### config.mk
export PLATFORM = sky130hd
export DESIGN_NAME = uart_frame_scheduler
export DESIGN_NICKNAME = d
export VERILOG_FILES = /design/src/rtl/uart_sched_pkg.sv /design/src/rtl/uart_frame_scheduler_fifo.sv /design/src/rtl/uart_frame_scheduler.sv
export SDC_FILE = /design/constraint.sdc
export NUM_CORES = 1
export LEC_CHECK = 0
export BUFFER_PORTS_ARGS = -buffer_cell sky130_fd_sc_hd__buf_2
export CORE_AREA = 4 4 102 104
export CTS_BUF_LIST = sky130_fd_sc_hd__clkbuf_8 sky130_fd_sc_hd__clkbuf_16
export DETAILED_ROUTE_END_ITERATION = 12
export DIE_AREA = 0 0 106 108
export PLACE_DENSITY_LB_ADDON = 0.2
export SYNTH_ARGS = -nofsm -noshare
export SYNTH_HDL_FRONTEND = slang
export SYNTH_SLANG_ARGS = --single-unit
### constraint.sdc
create_clock -name clock -period 2.38 [get_ports clock]
set_input_delay 0.238 -clock clock [delete_from_list [all_inputs] [get_ports clock]]
set_output_delay 0.238 -clock clock [all_outputs]
set_load 0.02 [all_outputs]
### src/rtl/uart_sched_pkg.sv
// Shared types and helpers for the UART frame scheduler.
// Holds the FSM state encoding, frame constants and the checksum rule.
package uart_sched_pkg;

  typedef enum logic [1:0] {
    IDLE,
    ISSUE,
    GUARD,
    DRAIN
  } state_t;

  localparam logic [7:0]  HEADER_DEFAULT = 8'hA5;
  localparam int unsigned FRAME_LEN      = 4;
  localparam int unsigned IDX_W          = 2;
  localparam int unsigned WORD_W         = 16;
  localparam int unsigned BYTE_W         = 8;
  localparam int unsigned DROP_W         = 4;

  // Frame trailer: XOR of the header and both payload bytes.
  function automatic logic [BYTE_W-1:0] frame_checksum(input logic [BYTE_W-1:0] header,
                                                       input logic [WORD_W-1:0] word);
    return header ^ word[15:8] ^ word[7:0];
  endfunction

endpackage

### src/rtl/uart_frame_scheduler_fifo.sv
// Synchronous FIFO with wrap-bit pointers; a pop frees a slot for a
// same-cycle push even when full.
module sync_fifo #(
  parameter int unsigned WIDTH = 16,
  parameter int unsigned DEPTH = 4
) (
  input  logic             clock,
  input  logic             reset,
  input  logic             push,
  input  logic             pop,
  input  logic [WIDTH-1:0] data_in,
  output logic [WIDTH-1:0] data_out,
  output logic             empty,
  output logic             full
);

  localparam int unsigned AW = $clog2(DEPTH);
  localparam logic [AW:0] PTR_ONE = (AW + 1)'(1);

  logic [WIDTH-1:0] mem [DEPTH];
  logic [AW:0]      wr_ptr;
  logic [AW:0]      rd_ptr;
  logic             do_push;
  logic             do_pop;

  assign do_pop  = pop && !empty;
  assign do_push = push && (!full || do_pop);

  always_ff @(posedge clock) begin
    if (reset) begin
      wr_ptr <= '0;
      rd_ptr <= '0;
    end else begin
      if (do_push) wr_ptr <= wr_ptr + PTR_ONE;
      if (do_pop)  rd_ptr <= rd_ptr + PTR_ONE;
    end
  end

  // Storage needs no reset; pointers alone define validity.
  always_ff @(posedge clock) begin
    if (do_push) mem[wr_ptr[AW-1:0]] <= data_in;
  end

  assign data_out = mem[rd_ptr[AW-1:0]];
  assign empty    = (wr_ptr == rd_ptr);
  assign full     = (wr_ptr[AW-1:0] == rd_ptr[AW-1:0]) && (wr_ptr[AW] != rd_ptr[AW]);

endmodule

### src/rtl/uart_frame_scheduler.sv
// Queues status snapshots and emits each as a 4-byte frame
// (header, high, low, checksum) over a ready/start UART handshake.
module uart_frame_scheduler
  import uart_sched_pkg::*;
#(
  parameter int unsigned FIFO_DEPTH = 4,
  parameter logic [7:0]  HEADER     = HEADER_DEFAULT
) (
  input  logic              clock,
  input  logic              reset,
  input  logic              capture,
  input  logic [WORD_W-1:0] data_in,
  input  logic              tx_ready,
  output logic              tx_start,
  output logic [BYTE_W-1:0] tx_data,
  output logic              queue_full,
  output logic [DROP_W-1:0] drop_count,
  output logic              idle
);

  state_t              state;
  state_t              state_next;
  logic [WORD_W-1:0]   word;
  logic [WORD_W-1:0]   word_next;
  logic [IDX_W-1:0]    index;
  logic [IDX_W-1:0]    index_next;
  logic                tx_start_next;
  logic [BYTE_W-1:0]   tx_data_next;
  logic [BYTE_W-1:0]   issue_byte;
  logic                pop;
  logic [WORD_W-1:0]   fifo_head;
  logic                fifo_empty;
  logic                fifo_full;

  sync_fifo #(
    .WIDTH (WORD_W),
    .DEPTH (FIFO_DEPTH)
  ) u_fifo (
    .clock    (clock),
    .reset    (reset),
    .push     (capture),
    .pop      (pop),
    .data_in  (data_in),
    .data_out (fifo_head),
    .empty    (fifo_empty),
    .full     (fifo_full)
  );

  always_comb begin
    case (index)
      2'd0:    issue_byte = HEADER;
      2'd1:    issue_byte = word[15:8];
      2'd2:    issue_byte = word[7:0];
      default: issue_byte = frame_checksum(HEADER, word);
    endcase
  end

  always_ff @(posedge clock) begin
    if (reset) begin
      state    <= IDLE;
      word     <= '0;
      index    <= '0;
      tx_start <= 1'b0;
      tx_data  <= '0;
    end else begin
      state    <= state_next;
      word     <= word_next;
      index    <= index_next;
      tx_start <= tx_start_next;
      tx_data  <= tx_data_next;
    end
  end

  // GUARD skips the stale tx_ready sampled while the UART latches the byte.
  always_comb begin
    state_next    = state;
    word_next     = word;
    index_next    = index;
    tx_start_next = 1'b0;
    tx_data_next  = tx_data;
    pop           = 1'b0;
    case (state)
      IDLE: begin
        if (!fifo_empty) begin
          pop        = 1'b1;
          word_next  = fifo_head;
          index_next = '0;
          state_next = ISSUE;
        end
      end
      ISSUE: begin
        if (tx_ready) begin
          tx_start_next = 1'b1;
          tx_data_next  = issue_byte;
          state_next    = GUARD;
        end
      end
      GUARD: state_next = DRAIN;
      DRAIN: begin
        if (tx_ready) begin
          if (index == IDX_W'(FRAME_LEN - 1)) begin
            state_next = IDLE;
          end else begin
            index_next = index + IDX_W'(1);
            state_next = ISSUE;
          end
        end
      end
      default: state_next = IDLE;
    endcase
  end

  // A capture is dropped only when full and no pop frees a slot this cycle.
  always_ff @(posedge clock) begin
    if (reset) begin
      drop_count <= '0;
    end else if (capture && fifo_full && !pop && (drop_count != '1)) begin
      drop_count <= drop_count + DROP_W'(1);
    end
  end

  assign queue_full = fifo_full;
  assign idle       = (state == IDLE) && fifo_empty;

endmodule

# Yosys cells after proc, flatten, opt, wreduce, memory -nomap -nowiden
# Memories as Yosys holds them, arrays and structs flattened. A register that Yosys moved wholly into a read port is not among the register bits.
# Cells that the tools add are included.
word_totals:
  ff_bits: 23
  mem_count: 1
  word_cells: 64
  inputBits: 20
  ram_bits: 64
  output_inout_bits: 15
classes:
  reduce_logical: 19
  n_eq_ne: 14
  n_mux: 15
  add_sub_neg: 4
  bitwise_logic: 4
mem_list:
  columns: ["name", "depth", "width", "rd", "rd_ports_with_merged_regs", "wr", "line", "text"]
  rows:
  - ["u_fifo.mem", 4, 16, 1, 1, 1, "uart_frame_scheduler_fifo.sv:20", "logic [WIDTH-1:0] mem [DEPTH];"]
op_table:
  columns: ["op", "count"]
  rows:
  - ["case mux 8 bit (3 select lines)", 1]
  - ["two-way mux 2 bit", 6]
  - ["== test 2 bit, second input constant", 4]
  - ["inequality test 2 bit, second input constant", 4]
  - ["case mux 2 bit (4 select lines)", 1]
  - ["XOR 8 bit", 1]
  - ["logical AND 1 bit", 7]
  - ["adder 3 x 1 -> 3 bit, second input constant", 2]
  - ["two-way mux 1 bit", 6]
  - ["adder 4 x 1 -> 4 bit, second input constant", 1]
  - ["== test 2 x 1 -> 1 bit, second input constant", 2]
  - ["logical NOT 2 bit", 2]
  - ["inequality test 4 bit, second input constant", 1]
  - ["NOT 4 bit", 1]
  - ["case mux 2 bit (2 select lines)", 1]
  - ["AND reduction 2 bit", 2]
  - ["AND reduction 4 bit", 1]
  - ["== test 3 bit", 1]
  - ["logical NOT 1 bit", 3]
  - ["AND reduction 3 bit", 1]
  - ["adder 2 x 1 -> 2 bit, second input constant", 1]
  - ["== test 2 bit", 1]
  - ["NOT 1 bit", 2]
  - ["nonzero test 2 bit", 1]
  - ["3 further kinds", 3]

# Longest topological paths before layout
# Gate-level depths: netlist (run 1).
logic_depth:
  ltp_word: 8
  depth_mapped: 8
  ltp_nobuf: 6

# Cells and area by module
# From an unflattened synthesis (run 1), not the netlist that was laid out.
unflattened:
  hier_cells: 336
  area_unflattened_um2: 4496.8
modules_own_cells:
  columns: ["module", "seq_area_each_um2", "cells_each", "instances", "area_each_um2"]
  rows:
  - ["sync_fifo", 2082.0, 139, 1, 2852.7]
  - ["uart_frame_scheduler", 660.6, 197, 1, 1644.1]

# Worst setup path after synthesis (run 1)
# Ideal clock, no wire load.
synth_timing:
  path_type: "flip-flop to flip-flop"
  startpoint: "register state[0]"
  endpoint: "memory u_fifo.mem[0][0] (enable)"
  path_slack_ps: 339
  synth_period_minus_slack_ps: 2041
  t_required_ps: 2099
  arrival_ps: 1760
  path_buffers: 2
  setup_time_ps: 281
  path_stages_with_launch: 7
  path_cell_list: "dfxtp_1 > inv_1 > ha_1 > clkbuf_1 > or4_4 > buf_6 > and3_2"
synth_via:
  elab_chain_len: 7
synth_rtl:
  columns: ["item", "line", "text"]
  rows:
  - ["from (decl)", "uart_frame_scheduler.sv:21", "state_t state;"]
  - ["from (signal assigned)", "uart_frame_scheduler.sv:66", "state <= state_next;"]
  - ["logical NOT 2 bit", "uart_frame_scheduler.sv:82", "case (state)"]
  - ["two-way mux 1 bit", "uart_frame_scheduler.sv:82", null]
  - ["logical AND 1 bit", "uart_frame_scheduler_fifo.sv:26", "assign do_pop = pop && !empty;"]
  - ["logical OR 1 bit", "uart_frame_scheduler_fifo.sv:27", "assign do_push = push && (!full || do_pop);"]
  - ["logical AND 1 bit", "uart_frame_scheduler_fifo.sv:27", null]
  - ["two-way mux 1 bit", "uart_frame_scheduler_fifo.sv:41", "if (do_push) mem[wr_ptr[AW-1:0]] <= data_in;"]
  - ["two-way mux 1 bit (not written as such)", "uart_frame_scheduler_fifo.sv:41", null]
  - ["to (decl)", "uart_frame_scheduler_fifo.sv:20", null]
# Every way passes these cells.

# Final worst setup path (run 1)
layout_timing:
  startpoint: "register state[0]"
  endpoint: "memory u_fifo.mem[1][8] (enable)"
# The elaborated chain is that of the path after synthesis.

==> metrics.log, run 1 <==
INFO  metric min-delay-path-class = input pin to flip-flop
INFO  metric syn_area_per_cell = 13.0 µm²
INFO  metric finalWorstSetupSlack = roughly 0.27 ns
INFO  metric layoutNonFillerInstCount = around 500
INFO  metric firstDrtPassIters = 4
INFO  metric clock.fmax = ~470 MHz
INFO  metric path_delay_family = simple AND/OR/NAND/NOR gates
INFO  metric power.leakage = approximately 1.7 nW
INFO  metric diodes = 0
INFO  metric synth.lib_cells_used.distinct = 39
INFO  metric design.portCount = 35
INFO  metric critical_path_arrival = between 2 and 2.5 ns
INFO  metric cts_tree = built
INFO  metric setup.worst_path.end_class = flip-flop
INFO  metric async_flop_share = 0
INFO  metric synth.yosys.warnings = 0
INFO  metric outcome = finished clean
INFO  metric worst_slew_pin_slew = slightly above 0.7 ns
INFO  metric slowest_stage_cell_crit_path = sky130_fd_sc_hd__or4_4
INFO  metric grt_pass1_vias = about 2500
INFO  metric switching_share = 0.324
INFO  metric route.vias.total = roughly 2600
INFO  metric max-vdd-ir-drop = roughly 0.45 mV
INFO  metric fin_util = 0.502
INFO  metric route.antenna.remaining_nets = 0
INFO  metric final-max-slew-violation-count = 0
INFO  metric io_buffers = 34
INFO  metric avgRoutedWirePerCell = about 15 µm
INFO  metric timing.max_cap.violations = 0
INFO  metric area_growth = 11.7%
INFO  metric power.total = between 4 and 5 mW
INFO  metric postLayoutCellArea = 4790 µm²
INFO  metric chain_of_cells_forming_the_critical_path = inv_1 > ha_1 > or4_4 > and3_2
INFO  metric synth.most_common_cell = sky130_fd_sc_hd__edfxtp_1
INFO  metric synth-edff-count = 64
INFO  metric final.hold.worst_slack = between 0.07 and 0.08 ns
INFO  metric synth_largest_type_area_fraction = 0.448
INFO  metric relative_slew_slack = 0.528
INFO  metric ctsHoldBuffers = 0
INFO  metric drc_errors = 0
INFO  metric sequential_to_total_area_share_from_yosys_stat = 0.630
INFO  metric fp.dieW = 106 µm
INFO  metric share_comb_of_total_power = 0.260
INFO  metric die_y = 108 µm
INFO  metric postPlaceCellArea = roughly 4600 µm²
INFO  metric pwr-share-clk = 0.250
INFO  metric post_drt_via_cell_ratio = about 5.2
INFO  metric power-per-cell-area = about 1000 nW/µm²
INFO  metric synthesis.area = 4290 µm²
INFO  metric initial_utilization = 0.449
INFO  metric r2r_slack = between 0.2 and 0.3 ns
INFO  metric grt_first_pass_wirelength = between 10000 and 15000 µm
INFO  metric grt_start_max_net_pins = 42
INFO  metric critical_path.max_stage_delay = about 0.64 ns
INFO  metric clock_tree.buffer_depth = 2
INFO  metric fin_crit = 2.11 ns
INFO  metric synth.top_cells.by_area = sky130_fd_sc_hd__edfxtp_1, sky130_fd_sc_hd__dfxtp_1, sky130_fd_sc_hd__mux4_2
INFO  metric dr.first_iter.drc_count = 119
INFO  metric rows = 36
INFO  metric setup_viol = 0
INFO  metric syn_inst = 331
INFO  metric postSynth.topFlopCell = sky130_fd_sc_hd__edfxtp_1
INFO  metric clock_tree.root_cell = sky130_fd_sc_hd__clkbuf_8
INFO  metric synthesis.nets = 365
INFO  metric hold_viol = 0
INFO  metric p_switching = 1.51 mW
INFO  metric fillerInstances = a little under 900
INFO  metric clk_pin_slew_worst_paths = 0.11 ns
INFO  metric dpl_wire_length = roughly 5200 µm
INFO  metric gp_routability_congestion = around 0.74
INFO  metric synth-seq-cells = around 100
INFO  metric power.internal = ~3.1 mW
INFO  metric global_route.overflow_total = 0
INFO  metric setup.worst_path.class = flip-flop to flip-flop
INFO  metric grt_usage = 0.147
INFO  metric cts.sink_count = 103
INFO  metric post_cts_resize_count = 0
INFO  metric area.sequential = around 2700 µm²
INFO  metric power_frac_seq = 0.490
INFO  metric post-place-ws = 0.188 ns
INFO  metric timing.clock.skew = roughly 0.015 ns
INFO  metric cts-htree-levels = 3
INFO  metric multi_input_area = roughly 1500 µm²
INFO  metric timing.setup.tns = 0 ns
INFO  metric worst-endpoint-required = 2.46 ns
INFO  metric critPathMaxFanout = 16
INFO  metric core-area = between 9000 and 10000 µm²
INFO  metric initial_antenna_violation_count = 0
INFO  metric fraction_of_final_layout_cells_with_drive_strength_greater_than_1 = 0.215
INFO  metric crit_buf_inv = 1
INFO  metric wirelength = approximately 7600 µm
INFO  metric post_cts.repair.setup_buffers = 0
INFO  metric floorplan.die_area = roughly 11000 µm²
INFO  metric dp_cells = just under 500
INFO  metric numCtsBuffers = 9
INFO  metric skew_pair_late_insertion_delay = between 0.3 and 0.4 ns
INFO  metric setup_repair_after_global_routing_missed_its_margin = no
INFO  metric design.final.nets = 397
INFO  metric post-synth-top-area-cell = sky130_fd_sc_hd__edfxtp_1
INFO  metric setup.worst_path.start_class = flip-flop
INFO  metric period_share = 0.885
INFO  metric synth_commonest_cells = sky130_fd_sc_hd__edfxtp_1, sky130_fd_sc_hd__nand2_1, sky130_fd_sc_hd__dfxtp_1
path summary, 6_finish.rpt:
check	from	to	depth (start not counted)
hold / removal	data_in[9]	u_fifo.mem[2][9]$_DFFE_PP_	1
setup reg to reg	state[0]$_SDFFE_PP0P_	u_fifo.mem[1][8]$_DFFE_PP_	4
hold reg to reg	word[14]$_SDFFE_PP0P_	word[14]$_SDFFE_PP0P_	2
setup / recovery	state[0]$_SDFFE_PP0P_	u_fifo.mem[1][8]$_DFFE_PP_	4
placed cells by master, fill, tap and decap left out, types with 5 or more instances in the layout:
cell type,instances
sky130_fd_sc_hd__a21oi_1,26
sky130_fd_sc_hd__a221oi_1,5
sky130_fd_sc_hd__buf_2,34
sky130_fd_sc_hd__clkbuf_8,9
sky130_fd_sc_hd__dfxtp_1,39
sky130_fd_sc_hd__edfxtp_1,64
sky130_fd_sc_hd__ha_1,14
sky130_fd_sc_hd__inv_1,9
sky130_fd_sc_hd__mux4_2,16
sky130_fd_sc_hd__nand2_1,42
sky130_fd_sc_hd__nand3_1,5
sky130_fd_sc_hd__nor2_1,18
sky130_fd_sc_hd__nor3_1,13
sky130_fd_sc_hd__o21ai_0,15
sky130_fd_sc_hd__xnor2_1,5
power groups by stage:
stage | sequential (mW) | clock, mW | combinational (mW)
after floorplan | 2.32 | 0 | 0.910
after detailed placement | 2.33 | 0 | 1.23
final | 2.28 | 1.17 | 1.21
after global routing | 2.32 | 1.29 | 1.37
after CTS | 2.29 | 1.20 | 1.23
after global placement | 2.32 | 0 | 1.21
logic make-up (layout without fill, tap and decap cells):
logic type               count (synthesis)  count (layout)  synth area share
AND/OR/NAND/NOR                        100             100             0.110
adder cells (fa/ha/maj)                 14              14            0.0408
multiplexers                            18              18            0.0886
XOR/XNOR                                 9               9            0.0184
AO/OA/AOI/OAI                           60              60            0.0854
buffers and inverters                   27              64            0.0274
flip-flops                             103             103             0.630
area by class of cell:
cell class / instances / share of cell area
Multi-Input combinational cell: 201 / 0.307
Clock buffer: 9 / 0.0258
Timing Repair Buffer: 38 / 0.0418
Inverter: 10 / 0.00783
Sequential cell: 103 / 0.564
Clock inverter: 7 / 0.0191
Tap cell: 133 / 0.0347
flip-flops by register name, indices dropped and copies added (netlist names):
signal,flops
u_fifo.mem,64
word,16
tx_data,8
drop_count,4
u_fifo.rd_ptr,3
u_fifo.wr_ptr,3
index,2
state,2
tx_start,1
metal layers:
layer	global-route usage	wire length [µm]	share of wire
met5	0	0	0
met1	0.213	3730	0.49
met3	0.0406	331	0.043
met4	0.0389	62	0.0081
met2	0.220	3500	0.46
Power figures use the tool's default switching activity.
==> inputs of run 2 (changes only) <==
CORE_AREA = 4 4 112 114   (was 4 4 102 104)
DIE_AREA = 0 0 116 118   (was 0 0 106 108)
==> run 2 against run 1 <==
Die area is 20% higher. Cell count rose by 2.4%. Via count increased by 0.19%. First-iteration DRC count shrank 25%. Clock-buffer cell count is the same. Register-to-register slack hardly changed. Combinational power is 3% higher. Design area rose by 1.9%. Critical path depth increased by 1.
==> metrics.log, run 2 (synthesis gave the netlist of run 1 again) <==
INFO  metric outcome = finished clean
INFO  metric critPathMaxFanout = 16 (unchanged)
INFO  metric final-max-slew-violation-count = 0 (unchanged)
INFO  metric post-place-ws = 0.0874 ns (-0.100 ns)
INFO  metric postLayoutCellArea = 4880 µm² (+1.9%)
INFO  metric pwr-share-clk = 0.280 (+0.030)
INFO  metric worst_slew_pin_slew = 0.751 ns (+0.0432 ns)
INFO  metric initial_utilization = 0.376 (-0.0736)
INFO  metric wirelength = 8040 µm (+5.4%)
INFO  metric clock.fmax = 477 MHz (+0.50%)
INFO  metric setup.worst_path.end_class = flip-flop
INFO  metric fin_util = 0.428 (-0.0742)
INFO  metric skew_pair_late_insertion_delay = 0.34 ns (-0.03 ns)
INFO  metric relative_slew_slack = 0.499 (-0.0288)
INFO  metric diodes = 0 (unchanged)
INFO  metric r2r-end = u_fifo.mem[3][7]$_DFFE_PP_
INFO  metric route.vias.total = 2610 (+0.19%)
INFO  metric gp_routability_congestion = 0.806 (+9.6%)
INFO  metric power.internal = 3.37 mW (+7.1%)
INFO  metric grt_usage = 0.125 (-0.0216)
INFO  metric setup_viol = 0 (unchanged)
INFO  metric largest_register_ff_count = 64 (unchanged)
INFO  metric fraction_of_final_layout_cells_with_drive_strength_greater_than_1 = 0.214 (-0.00116)
INFO  metric setup.worst_path.class = flip-flop to flip-flop
INFO  metric min-delay-path-class = input pin to flip-flop
INFO  metric hold_viol = 0 (unchanged)
INFO  metric io_buffers = 34 (unchanged)
INFO  metric dpl_wire_length = 5310 µm (+1.4%)
INFO  metric setup.worst_path.start_class = flip-flop
INFO  metric design.final.nets = 399 (+0.50%)
INFO  metric cts.sink_count = 103 (unchanged)
INFO  metric multi_input_area = 1470 µm² (unchanged)
INFO  metric finalWorstSetupSlack = 0.283 ns (+0.0104 ns)
INFO  metric dp_cells = 497 (+2.5%)
INFO  metric crit-reg2reg-launch = state[0]$_SDFFE_PP0P_
INFO  metric fin_crit = 2.10 ns (-0.0104 ns)
INFO  metric initial_antenna_violation_count = 0 (unchanged)
INFO  metric die_y = 118 µm (+9.3%)
INFO  metric fp.dieW = 116 µm (+9.4%)
INFO  metric post_drt_via_cell_ratio = 5.09 (-2.2%)
INFO  metric most_frequent_standard_cell_in_the_layout_excluding_fill_and_tap_cells = sky130_fd_sc_hd__edfxtp_1
INFO  metric clk_pin_slew_worst_paths = 0.07 ns (-0.04 ns)
INFO  metric critical_path_arrival = 2.11 ns (-0.07 ns)
INFO  metric switching_share = 0.314 (-0.00996)
INFO  metric worst-endpoint-required = 2.40 ns (-0.06 ns)
INFO  metric grt_start_max_net_pins = 42 (unchanged)
INFO  metric fillerInstances = 1107 (+27%)
INFO  metric period_share = 0.881 (-0.00438)
INFO  metric timing.setup.tns = 0 ns (unchanged)
INFO  metric p_switching = 1.55 mW (+2.3%)
INFO  metric dr.first_iter.drc_count = 89 (-25%)
INFO  metric cts-htree-levels = 3 (unchanged)
INFO  metric worst_hold_stages = 1 (unchanged)
INFO  metric power_frac_seq = 0.466 (-0.024)
INFO  metric layout_common_cells = sky130_fd_sc_hd__edfxtp_1, sky130_fd_sc_hd__nand2_1, sky130_fd_sc_hd__dfxtp_1
INFO  metric chain_of_cells_forming_the_critical_path = inv_1 > ha_1 > buf_4 > o41ai_1 > inv_2
INFO  metric layoutNonFillerInstCount = 513 (+2.4%)
INFO  metric firstDrtPassIters = 4 (unchanged)
INFO  metric clock_tree.root_cell = sky130_fd_sc_hd__clkbuf_16
INFO  metric timing.clock.skew = 0.0102 ns (-0.00475 ns)
INFO  metric share_comb_of_total_power = 0.254 (-0.006)
INFO  metric r2r_slack = 0.28 ns (about the same)
INFO  metric hold_path.startpoint = data_in[6]
INFO  metric grt_first_pass_wirelength = 13300 µm (+1.5%)
INFO  metric drc_errors = 0 (unchanged)
INFO  metric area_growth = 13.8%
INFO  metric postPlaceCellArea = 4610 µm² (+0.60%)
INFO  metric slowest_stage_cell_crit_path = sky130_fd_sc_hd__o41ai_1
INFO  metric floorplan.die_area = 13700 µm² (+20%)
INFO  metric hold_end = u_fifo.mem[0][6]$_DFFE_PP_
INFO  metric power.total = 4.92 mW (+5.5%)
INFO  metric route.antenna.remaining_nets = 0 (unchanged)
INFO  metric global_route.overflow_total = 0 (unchanged)
INFO  metric setup_repair_after_global_routing_missed_its_margin = no
INFO  metric final.hold.worst_slack = 0.106 ns (+0.0304 ns)
INFO  metric grt_pass1_vias = 2486 (-0.28%)
INFO  metric avgRoutedWirePerCell = 15.7 µm (+3.0%)
INFO  metric power-per-cell-area = 1010 nW/µm² (+3.5%)
INFO  metric rows = 39 (+8.3%)
INFO  metric post_cts.repair.setup_buffers = 0 (unchanged)
INFO  metric clock_tree.buffer_depth = 2 (unchanged)
INFO  metric design.portCount = 35 (unchanged)
INFO  metric power.leakage = 1.72 nW (+2.3%)
INFO  metric area.sequential = 2700 µm² (unchanged)
INFO  metric max-vdd-ir-drop = 0.369 mV (-19%)
INFO  metric core-area = 11400 µm² (+20%)
INFO  metric critical_path.max_stage_delay = 0.59 ns (-0.05 ns)
INFO  metric timing.max_cap.violations = 0 (unchanged)
INFO  metric numCtsBuffers = 9 (unchanged)
INFO  metric ff2ff_path_depth = 5 (+1)
INFO  metric cts_tree = built
[run 2: changes by cell type in the layout (fill, tap and decap cells not counted), sizes merged]
cell,change
clkinv,+4
buf,+2
inv,-2
bufinv,-1
clkinvlp,-1
[run 2: timing repair]
| action | 4_1_cts | 5_1_grt |
|---|---|---|
| hold buffers | 0 | 0 |
| resized for setup | 0 | 1 |
| endpoints found under the setup margin | 0 | 16 |
[run 2: per-layer routing]
layer	up-vias	track usage	wire, µm
li1	1288	-	-
met1	1258	0.169	3740
met4	0	0.0370	97
met3	10	0.0370	411
met2	54	0.195	3790
met5	-	0	0
[run 2: worst max-delay path by stage]
stage / slack, ns / to / start
floorplan: 0.34 / u_fifo.mem[0][0]$_DFFE_PP_ / state[0]$_SDFFE_PP0P_
global placement: 0.17 / u_fifo.mem[3][5]$_DFFE_PP_ / state[0]$_SDFFE_PP0P_
detailed placement: 0.09 / u_fifo.mem[3][10]$_DFFE_PP_ / state[0]$_SDFFE_PP0P_
CTS: 0.06 / u_fifo.mem[3][7]$_DFFE_PP_ / state[0]$_SDFFE_PP0P_
global route: 0.07 / u_fifo.mem[3][7]$_DFFE_PP_ / state[0]$_SDFFE_PP0P_
finish: 0.28 / u_fifo.mem[3][7]$_DFFE_PP_ / state[0]$_SDFFE_PP0P_
[run 2: area by class of cell]
class,count,share of cell area
timing repair buffer,40,0.0441
multi-input combinational,201,0.301
inverter,10,0.00768
sequential,103,0.553
clock inverter,7,0.0110
clock buffer,9,0.0461
tap,143,0.0366
[run 2: worst max-delay path, delay by kind of cell (launching register included)]
family | cells | cell delay [ns]
AOI/OAI and AO/OA | 1 | 0.59
DFF | 1 | 0.36
adders and majority gates | 1 | 0.23
buffers and inverters | 3 | 0.59
[run 2: power groups by stage]
stage | clock network (mW) | logic [mW] | registers [mW]
after floorplan | 0 | 0.910 | 2.32
after global placement | 0 | 1.26 | 2.32
after detailed placement | 0 | 1.27 | 2.33
after CTS | 1.42 | 1.28 | 2.29
after global routing | 1.51 | 1.39 | 2.32
final | 1.38 | 1.25 | 2.29
